[config.mk]
export PLATFORM = sky130hd
export DESIGN_NAME = ecu_traffic_node
export DESIGN_NICKNAME = d
export VERILOG_FILES = /design/src/rtl/ecu_pkg.sv /design/src/rtl/ecu_sync_fifo.sv /design/src/rtl/ecu_traffic_node.sv
export SDC_FILE = /design/constraint.sdc
export NUM_CORES = 1
export LEC_CHECK = 0
export CORE_ASPECT_RATIO = 0.9
export CORE_MARGIN = 2
export CORE_UTILIZATION = 30
export CTS_CLUSTER_DIAMETER = 150
export DETAILED_ROUTE_END_ITERATION = 10
export PLACE_DENSITY = 0.67
export SLEW_MARGIN = 0
export SYNTH_ARGS = -nofsm -noshare
export SYNTH_HDL_FRONTEND = slang
export SYNTH_SLANG_ARGS = --single-unit
[constraint.sdc]
create_clock -name clk -period 2.97 [get_ports clk]
set_clock_uncertainty 0.2 [all_clocks]
set_input_delay 0.891 -clock clk [delete_from_list [all_inputs] [get_ports clk]]
set_output_delay 0.891 -clock clk [all_outputs]
set_load 0.02 [all_outputs]
[src/rtl/ecu_pkg.sv]
// ============================================================================
// Module      : ecu_pkg
// Description : Shared flit field offsets, type/mode constants and helpers
//               for the ECU traffic node.
// Revision    : 1.0 - initial release
// ============================================================================
`default_nettype none

package ecu_pkg;

  localparam logic TYPE_REQ = 1'b0;
  localparam logic TYPE_RSP = 1'b1;

  localparam int MODE_GEN  = 0;
  localparam int MODE_ECHO = 1;
  localparam int MODE_BOTH = 2;

  localparam int SEQ_W = 16;

  // Flit layout from LSB: dest_x, dest_y, then payload {seq, src_y, src_x, type}.
  function automatic int off_dest_x();
    return 0;
  endfunction

  function automatic int off_dest_y(input int xs);
    return xs;
  endfunction

  function automatic int off_type(input int xs, input int ys);
    return xs + ys;
  endfunction

  function automatic int off_src_x(input int xs, input int ys);
    return xs + ys + 1;
  endfunction

  function automatic int off_src_y(input int xs, input int ys);
    return 2 * xs + ys + 1;
  endfunction

  function automatic int off_seq(input int xs, input int ys);
    return 2 * xs + 2 * ys + 1;
  endfunction

  function automatic logic [15:0] sat_inc16(input logic [15:0] v);
    return (v == 16'hFFFF) ? v : v + 16'd1;
  endfunction

endpackage

`default_nettype wire

[src/rtl/ecu_sync_fifo.sv]
// ============================================================================
// Module      : ecu_sync_fifo
// Description : Synchronous FIFO with full/empty flags; a pop frees space for
//               a push in the same cycle. DEPTH must be a power of two >= 2.
// Revision    : 1.0 - initial release
// ============================================================================
`default_nettype none

module ecu_sync_fifo #(
  parameter int WIDTH = 8,
  parameter int DEPTH = 4
) (
  input  logic             clk,
  input  logic             rst,
  input  logic             push,
  input  logic [WIDTH-1:0] wdata,
  input  logic             pop,
  output logic [WIDTH-1:0] rdata,
  output logic             full,
  output logic             empty
);

  localparam int AW = (DEPTH > 1) ? $clog2(DEPTH) : 1;

  logic [WIDTH-1:0] r_mem [DEPTH];
  logic [AW-1:0]    r_wr;
  logic [AW-1:0]    r_rd;
  logic [AW:0]      r_cnt;
  logic             w_do_pop;
  logic             w_do_push;

  assign empty     = (r_cnt == '0);
  assign full      = (r_cnt == (AW+1)'(DEPTH));
  assign rdata     = r_mem[r_rd];
  assign w_do_pop  = pop & ~empty;
  assign w_do_push = push & (~full | w_do_pop);

  always_ff @(posedge clk) begin
    if (w_do_push) r_mem[r_wr] <= wdata;
  end

  always_ff @(posedge clk) begin
    if (rst) begin
      r_wr  <= '0;
      r_rd  <= '0;
      r_cnt <= '0;
    end else begin
      if (w_do_push) r_wr <= r_wr + 1'b1;
      if (w_do_pop)  r_rd <= r_rd + 1'b1;
      case ({w_do_push, w_do_pop})
        2'b10:   r_cnt <= r_cnt + 1'b1;
        2'b01:   r_cnt <= r_cnt - 1'b1;
        default: r_cnt <= r_cnt;
      endcase
    end
  end

endmodule

`default_nettype wire

[src/rtl/ecu_traffic_node.sv]
// ============================================================================
// Module      : ecu_traffic_node
// Description : Synthetic mesh processing element: periodic round-robin
//               request generator, request echo via FIFO, traffic counters.
// Revision    : 1.0 - initial release
// ============================================================================
`default_nettype none

module ecu_traffic_node
  import ecu_pkg::*;
#(
  parameter int X           = 2,
  parameter int Y           = 2,
  parameter int data_width  = 129,
  parameter int x_size      = 1,
  parameter int y_size      = 1,
  parameter int total_width = x_size + y_size + data_width,
  parameter int xcord       = 0,
  parameter int ycord       = 0,
  parameter int MODE        = 2,
  parameter int PERIOD      = 16,
  parameter int FIFO_DEPTH  = 4
) (
  input  logic                   clk,
  input  logic                   rst,
  input  logic                   enable,
  input  logic [total_width-1:0] i_data,
  input  logic                   i_valid,
  output logic [total_width-1:0] o_data,
  output logic                   o_valid,
  input  logic                   i_ready,
  output logic [15:0]            tx_req_cnt,
  output logic [15:0]            tx_rsp_cnt,
  output logic [15:0]            rx_req_cnt,
  output logic [15:0]            rx_rsp_cnt,
  output logic                   err_overflow,
  output logic                   err_misroute
);

  localparam int O_DX   = off_dest_x();
  localparam int O_DY   = off_dest_y(x_size);
  localparam int O_TYPE = off_type(x_size, y_size);
  localparam int O_SX   = off_src_x(x_size, y_size);
  localparam int O_SY   = off_src_y(x_size, y_size);
  localparam int O_SEQ  = off_seq(x_size, y_size);
  localparam int PW     = (PERIOD > 2) ? $clog2(PERIOD) : 1;
  localparam int CW     = x_size + y_size;

  // A single-node mesh has nobody to talk to, so the generator stays idle.
  localparam bit GEN_EN  = (MODE != MODE_ECHO) && (X * Y > 1);
  localparam bit ECHO_EN = (MODE != MODE_GEN);

  localparam logic [x_size-1:0] SELF_X = x_size'(xcord);
  localparam logic [y_size-1:0] SELF_Y = y_size'(ycord);

  // Next node in raster order ({y,x} packed), x fastest, wrapping at the mesh edge.
  function automatic logic [CW-1:0] step(input logic [CW-1:0] p);
    int nx;
    int ny;
    nx = int'(p[x_size-1:0]) + 1;
    ny = int'(p[CW-1:x_size]);
    if (nx >= X) begin
      nx = 0;
      ny = ny + 1;
      if (ny >= Y) ny = 0;
    end
    return {ny[y_size-1:0], nx[x_size-1:0]};
  endfunction

  localparam logic [CW-1:0] SELF    = {SELF_Y, SELF_X};
  localparam logic [CW-1:0] PTR_RST = step(SELF);

  logic [total_width-1:0] r_odata;
  logic                   r_ovalid;
  logic [PW-1:0]          r_pcnt;
  logic                   r_gen_pending;
  logic [SEQ_W-1:0]       r_seq;
  logic [CW-1:0]          r_ptr;
  logic [15:0]            r_tx_req;
  logic [15:0]            r_tx_rsp;
  logic [15:0]            r_rx_req;
  logic [15:0]            r_rx_rsp;
  logic                   r_err_ovf;
  logic                   r_err_mis;

  logic [total_width-1:0] w_req;
  logic [total_width-1:0] w_rsp;
  logic [total_width-1:0] w_fifo_q;
  logic [CW-1:0]          w_ptr_a;
  logic [CW-1:0]          w_ptr_nxt;
  logic                   w_full;
  logic                   w_empty;
  logic                   w_load;
  logic                   w_pop;
  logic                   w_push;
  logic                   w_gen_take;
  logic                   w_overflow;
  logic                   w_misroute;
  logic                   w_rx_type;
  logic                   w_unused_rx;

  assign w_ptr_a   = step(r_ptr);
  assign w_ptr_nxt = (w_ptr_a == SELF) ? step(w_ptr_a) : w_ptr_a;

  always_comb begin
    w_req                      = '0;
    w_req[O_DX +: x_size]      = r_ptr[x_size-1:0];
    w_req[O_DY +: y_size]      = r_ptr[CW-1:x_size];
    w_req[O_TYPE]              = TYPE_REQ;
    w_req[O_SX +: x_size]      = SELF_X;
    w_req[O_SY +: y_size]      = SELF_Y;
    w_req[O_SEQ +: SEQ_W]      = r_seq;
  end

  // Response goes back to the requester carrying its sequence number.
  always_comb begin
    w_rsp                      = '0;
    w_rsp[O_DX +: x_size]      = i_data[O_SX +: x_size];
    w_rsp[O_DY +: y_size]      = i_data[O_SY +: y_size];
    w_rsp[O_TYPE]              = TYPE_RSP;
    w_rsp[O_SX +: x_size]      = SELF_X;
    w_rsp[O_SY +: y_size]      = SELF_Y;
    w_rsp[O_SEQ +: SEQ_W]      = i_data[O_SEQ +: SEQ_W];
  end

  assign w_rx_type   = i_data[O_TYPE];
  assign w_misroute  = i_valid && ((i_data[O_DX +: x_size] != SELF_X) ||
                                   (i_data[O_DY +: y_size] != SELF_Y));
  assign w_unused_rx = ^i_data;

  assign w_load     = ~r_ovalid | i_ready;
  assign w_pop      = w_load & ~w_empty;
  assign w_gen_take = w_load & w_empty & r_gen_pending;
  assign w_push     = i_valid && (w_rx_type == TYPE_REQ) && ECHO_EN;
  assign w_overflow = w_push & w_full & ~w_pop;

  ecu_sync_fifo #(
    .WIDTH (total_width),
    .DEPTH (FIFO_DEPTH)
  ) u_fifo (
    .clk   (clk),
    .rst   (rst),
    .push  (w_push),
    .wdata (w_rsp),
    .pop   (w_pop),
    .rdata (w_fifo_q),
    .full  (w_full),
    .empty (w_empty)
  );

  always_ff @(posedge clk) begin
    if (rst) begin
      r_odata       <= '0;
      r_ovalid      <= 1'b0;
      r_pcnt        <= '0;
      r_gen_pending <= 1'b0;
      r_seq         <= '0;
      r_ptr         <= PTR_RST;
      r_tx_req      <= '0;
      r_tx_rsp      <= '0;
      r_rx_req      <= '0;
      r_rx_rsp      <= '0;
      r_err_ovf     <= 1'b0;
      r_err_mis     <= 1'b0;
    end else begin
      // Responses take priority over fresh requests.
      if (w_load) begin
        if (!w_empty) begin
          r_odata  <= w_fifo_q;
          r_ovalid <= 1'b1;
        end else if (r_gen_pending) begin
          r_odata  <= w_req;
          r_ovalid <= 1'b1;
        end else begin
          r_ovalid <= 1'b0;
        end
      end

      if (w_gen_take) begin
        r_gen_pending <= 1'b0;
        r_seq         <= r_seq + 16'd1;
        r_ptr         <= w_ptr_nxt;
      end else if (GEN_EN && enable && !r_gen_pending) begin
        if (r_pcnt == PW'(PERIOD - 1)) begin
          r_pcnt        <= '0;
          r_gen_pending <= 1'b1;
        end else begin
          r_pcnt <= r_pcnt + 1'b1;
        end
      end

      if (r_ovalid && i_ready) begin
        if (r_odata[O_TYPE] == TYPE_REQ) r_tx_req <= sat_inc16(r_tx_req);
        else                             r_tx_rsp <= sat_inc16(r_tx_rsp);
      end

      if (i_valid) begin
        if (w_rx_type == TYPE_REQ) r_rx_req <= sat_inc16(r_rx_req);
        else                       r_rx_rsp <= sat_inc16(r_rx_rsp);
      end

      if (w_misroute) r_err_mis <= 1'b1;
      if (w_overflow) r_err_ovf <= 1'b1;
    end
  end

  assign o_data       = r_odata;
  assign o_valid      = r_ovalid;
  assign tx_req_cnt   = r_tx_req;
  assign tx_rsp_cnt   = r_tx_rsp;
  assign rx_req_cnt   = r_rx_req;
  assign rx_rsp_cnt   = r_rx_rsp;
  assign err_overflow = r_err_ovf;
  assign err_misroute = r_err_mis;

endmodule

`default_nettype wire

==> run_results.csv, run 1 <==
group,metric,value,unit
yosys,avgSynthCellArea,10.4,sq um
placement,placed_cells_incl_taps,1381,
clocking,cts_tree,"built",
timing,finalCriticalPeriod,2.69,ns
yosys,synth_async_sr_flop_share,0,
detailed_routing,detail_route.wl_per_cell,13.5,um
timing,rsz0062_at_grt,"no",
clocking,ctsHtreeMaxLevel,4,
finish,num-nets-final,1145,
clocking,cts_hold_buf,0,
worst_setup_path,cp_top_family,"buffers and inverters",
yosys,synth-seq-cells,190,
clocking,cts_sinks,190,
timing,tightest_slew,0.751,ns
global_route,grt_pass1_vias,5894,
worst_setup_path,worst_setup_path_start_kind,"flop",
global_route,grt_use_met3,0.0342,
finish,antenna-diode-count,0,
clocking,cts_made_buffers,17,
clocking,cts-resized-gates,0,
global_route,gr-total-overflow,0,
timing,finalHoldViolCount,0,
detailed_routing,via_per_inst,4.53,
global_route,antenna_found_initial,0,
worst_setup_path,critPathCaptureType,"primary output",
worst_setup_path,cp.depth,1,
job,maxCapViolCount,0,
worst_setup_path,cp_num_buf_inv,1,
timing,clock.fmax,371,MHz
global_route,grt_start_max_net_pins,45,
timing,slew_headroom,0.498,
pwr,powerDensity,644,mW/mm^2
pwr,vdd_drop_max,0.475,mV
floorplan,initial_core_util,0.304,
finish,fin_cells,1413,
yosys,yosysTopAreaCell,"dfxtp_1",
detailed_routing,first_pass_iters,4,
worst_setup_path,arrival,1.60,ns
outcome,status,"complete, no violations",
worst_setup_path,startpoint,"rx_rsp_cnt[15]",
yosys,netlist_area,0.00909,sq mm
timing,slew_viol_final,0,
timing,setup_ws,0.276,ns
finish,synthToLayoutAreaGrowth,20.7,%
yosys,yosys.area.top_type_share,0.260,
yosys,synthCells,874,
yosys,ys_types,56,
global_route,grt_busiest_layer,"met2",
yosys,yosysSeqAreaShare,0.498,
floorplan,num_rows,60,
pwr,leakagePower,3.80,nW
worst_setup_path,crit_required,1.88,ns
worst_setup_path,crit_type,"flop to primary output",
clocking,insertion_delay,0.44,ns
worst_hold_path,holdCritPathClass,"flop to flop",
worst_hold_path,min_from,"err_misroute",
global_route,grt_use_met1,0.161,
floorplan,core-area,0.0299,sq mm
worst_setup_path,path_cells,"clkdlybuf4s50_1",
global_route,grt_pass1_wl,30700,um
worst_hold_path,min_path_cells,2,
timing,setup_viol,0,
detailed_routing,drtIter0Drc,333,
yosys,synth_edf_count,72,
yosys,ys_top_cells_by_count,"121 x nor2_1, 118 x dfxtp_1, 116 x buf_4",
yosys,ys.flop_type,"dfxtp_1",
global_route,grtUsageTotal,0.122,
worst_setup_path,crit_path_max_fanout,9,
placement,port_buffers,111,
clocking,root_buffer,"clkbuf_16",
finish,layout-drive-gt1-share,0.0931,
yosys,synth_most_common_cell,"nor2_1",
placement,gp_congestion,0.798,
clocking,path_clk_slew,0.06,ns
detailed_routing,drc,0,
floorplan,die_w,187,um
worst_setup_path,slowest_stage,"clkdlybuf4s50_1",
timing,setup_tns,0,ns
floorplan,ioPinCount,334,
detailed_routing,ant_nets,0,
placement,dp_hpwl,13300,um
worst_setup_path,rr_startpoint,"u_fifo.r_cnt[2]",
detailed_routing,vias,6406,
placement,pre_cts_slack,-0.142,ns
yosys,synth.area.top_cells,"dfxtp_1 26%, edfxtp_1 24%, buf_4 9.6%",
worst_setup_path,cp_slowest_stage_delay,0.67,ns
timing,fin_crit_sh,0.907,
floorplan,die_y,169,um
pwr,totalPowerFinal,0.00706,W
worst_setup_path,reg2regPathDepth,8,
yosys,yosysWarnings,0,
clocking,postCtsSetupBuffers,0,
floorplan,die-area,0.0317,sq mm
detailed_routing,routed_wl,19100,um
clocking,clock_path_buffers,2,
global_route,met2_usage,0.198,
[tightest hold or removal path: stages, from the launching register on]
cell	delay (ns)
dfxtp_1	0.31
inv_1	0.04
a21oi_1	0.05
[stage by stage]
step / hold slack (ns) / utilization / instance area, sq um
finish: 0.242 / 0.367 / 11000
floorplan: 0.254 / - / 9500
global placement: 0.235 / 0.348 / 10400
global route: 0.295 / 0.367 / 11000
CTS: 0.248 / 0.367 / 11000
detailed placement: 0.238 / 0.348 / 10400
[cells in the final DEF (no fill, tap or decap), types with 4 or more instances in the layout]
cell type,netlist,layout
a211oi_1,17,17
a21oi_1,25,25
a311oi_1,9,9
a31oi_1,11,11
and2_1,7,7
and3_1,18,18
and4_1,7,7
buf_12,0,7
buf_4,116,23
clkbuf_16,0,18
clkdlybuf4s50_1,0,110
clkinv_2,0,4
conb_1,1,112
dfxtp_1,118,118
edfxtp_1,72,72
ha_1,11,11
inv_1,13,13
mux2i_1,5,5
mux4_2,18,18
nand2_1,50,50
nand2b_1,6,6
nand3_1,29,29
nand3b_1,10,10
nand4_1,20,20
nor2_1,121,121
nor2b_1,5,5
nor3_1,25,25
nor3b_1,5,5
nor4_1,5,5
o21ai_0,18,18
or3_1,7,7
xnor2_1,46,46
xor2_1,19,19
[state kept, by name, indices dropped and copies added (netlist names), named ones only]
signal	cells
err_misroute	1
err_overflow	1
o_data	19
o_valid	1
r_gen_pending	1
r_pcnt	4
r_ptr	2
r_seq	16
rx_req_cnt	16
rx_rsp_cnt	16
tx_req_cnt	16
tx_rsp_cnt	16
u_fifo.r_cnt	3
u_fifo.r_mem	72
u_fifo.r_rd	2
u_fifo.r_wr	2
[worst paths after layout]
| kind | slack, ns | endpoint |
|---|---|---|
| max | 0.28 | rx_rsp_cnt[15] |
| min | 0.24 | err_misroute |
| max reg2reg | 0.71 | u_fifo.r_cnt[2] |
| min reg2reg | 0.24 | err_misroute |
[metal layers]
metal  vias to the layer above  share of wire
li1                       3109              -
met1                      3063           0.47
met2                       219           0.46
met3                        15          0.065
met4                         0          0.012
met5                         -              0
[where the power goes]
group | switching [W] | internal (W) | leakage [nW]
Sequential | 0.000189 | 0.00286 | 1.61
Clock | 0.00106 | 0.00116 | 0.287
Combinational | 0.00104 | 0.000749 | 1.90
Total | 0.00228 | 0.00477 | 3.80
[area by class of cell]
class	count	area, sq um
Fill cell	2939	18900
Clock inverter	13	98.8
Clock buffer	19	464
Tap cell	403	504
Timing Repair Buffer	140	1410
Sequential cell	190	4520
Multi-Input combinational cell	635	3910
Inverter	13	48.8
[cells by family after synthesis]
logic type	Yosys count	share of synthesized area
AOI/OAI and AO/OA	91	0.0668
adders and majority gates	12	0.0173
buffers and inverters	160	0.118
other	1	0.000413
DFF	190	0.498
and+or+nand+nor	330	0.184
muxes	25	0.0530
xor gates and xnor gates	65	0.0626
No activity file was read; power rests on OpenSTA's default activity.
==> run 2, diff against run 1 <==
Settings changed: CTS_CLUSTER_SIZE set to 10.
==> results of run 2 <==
Same layout as run 1: the final DEF is identical, and so are final timing and power.
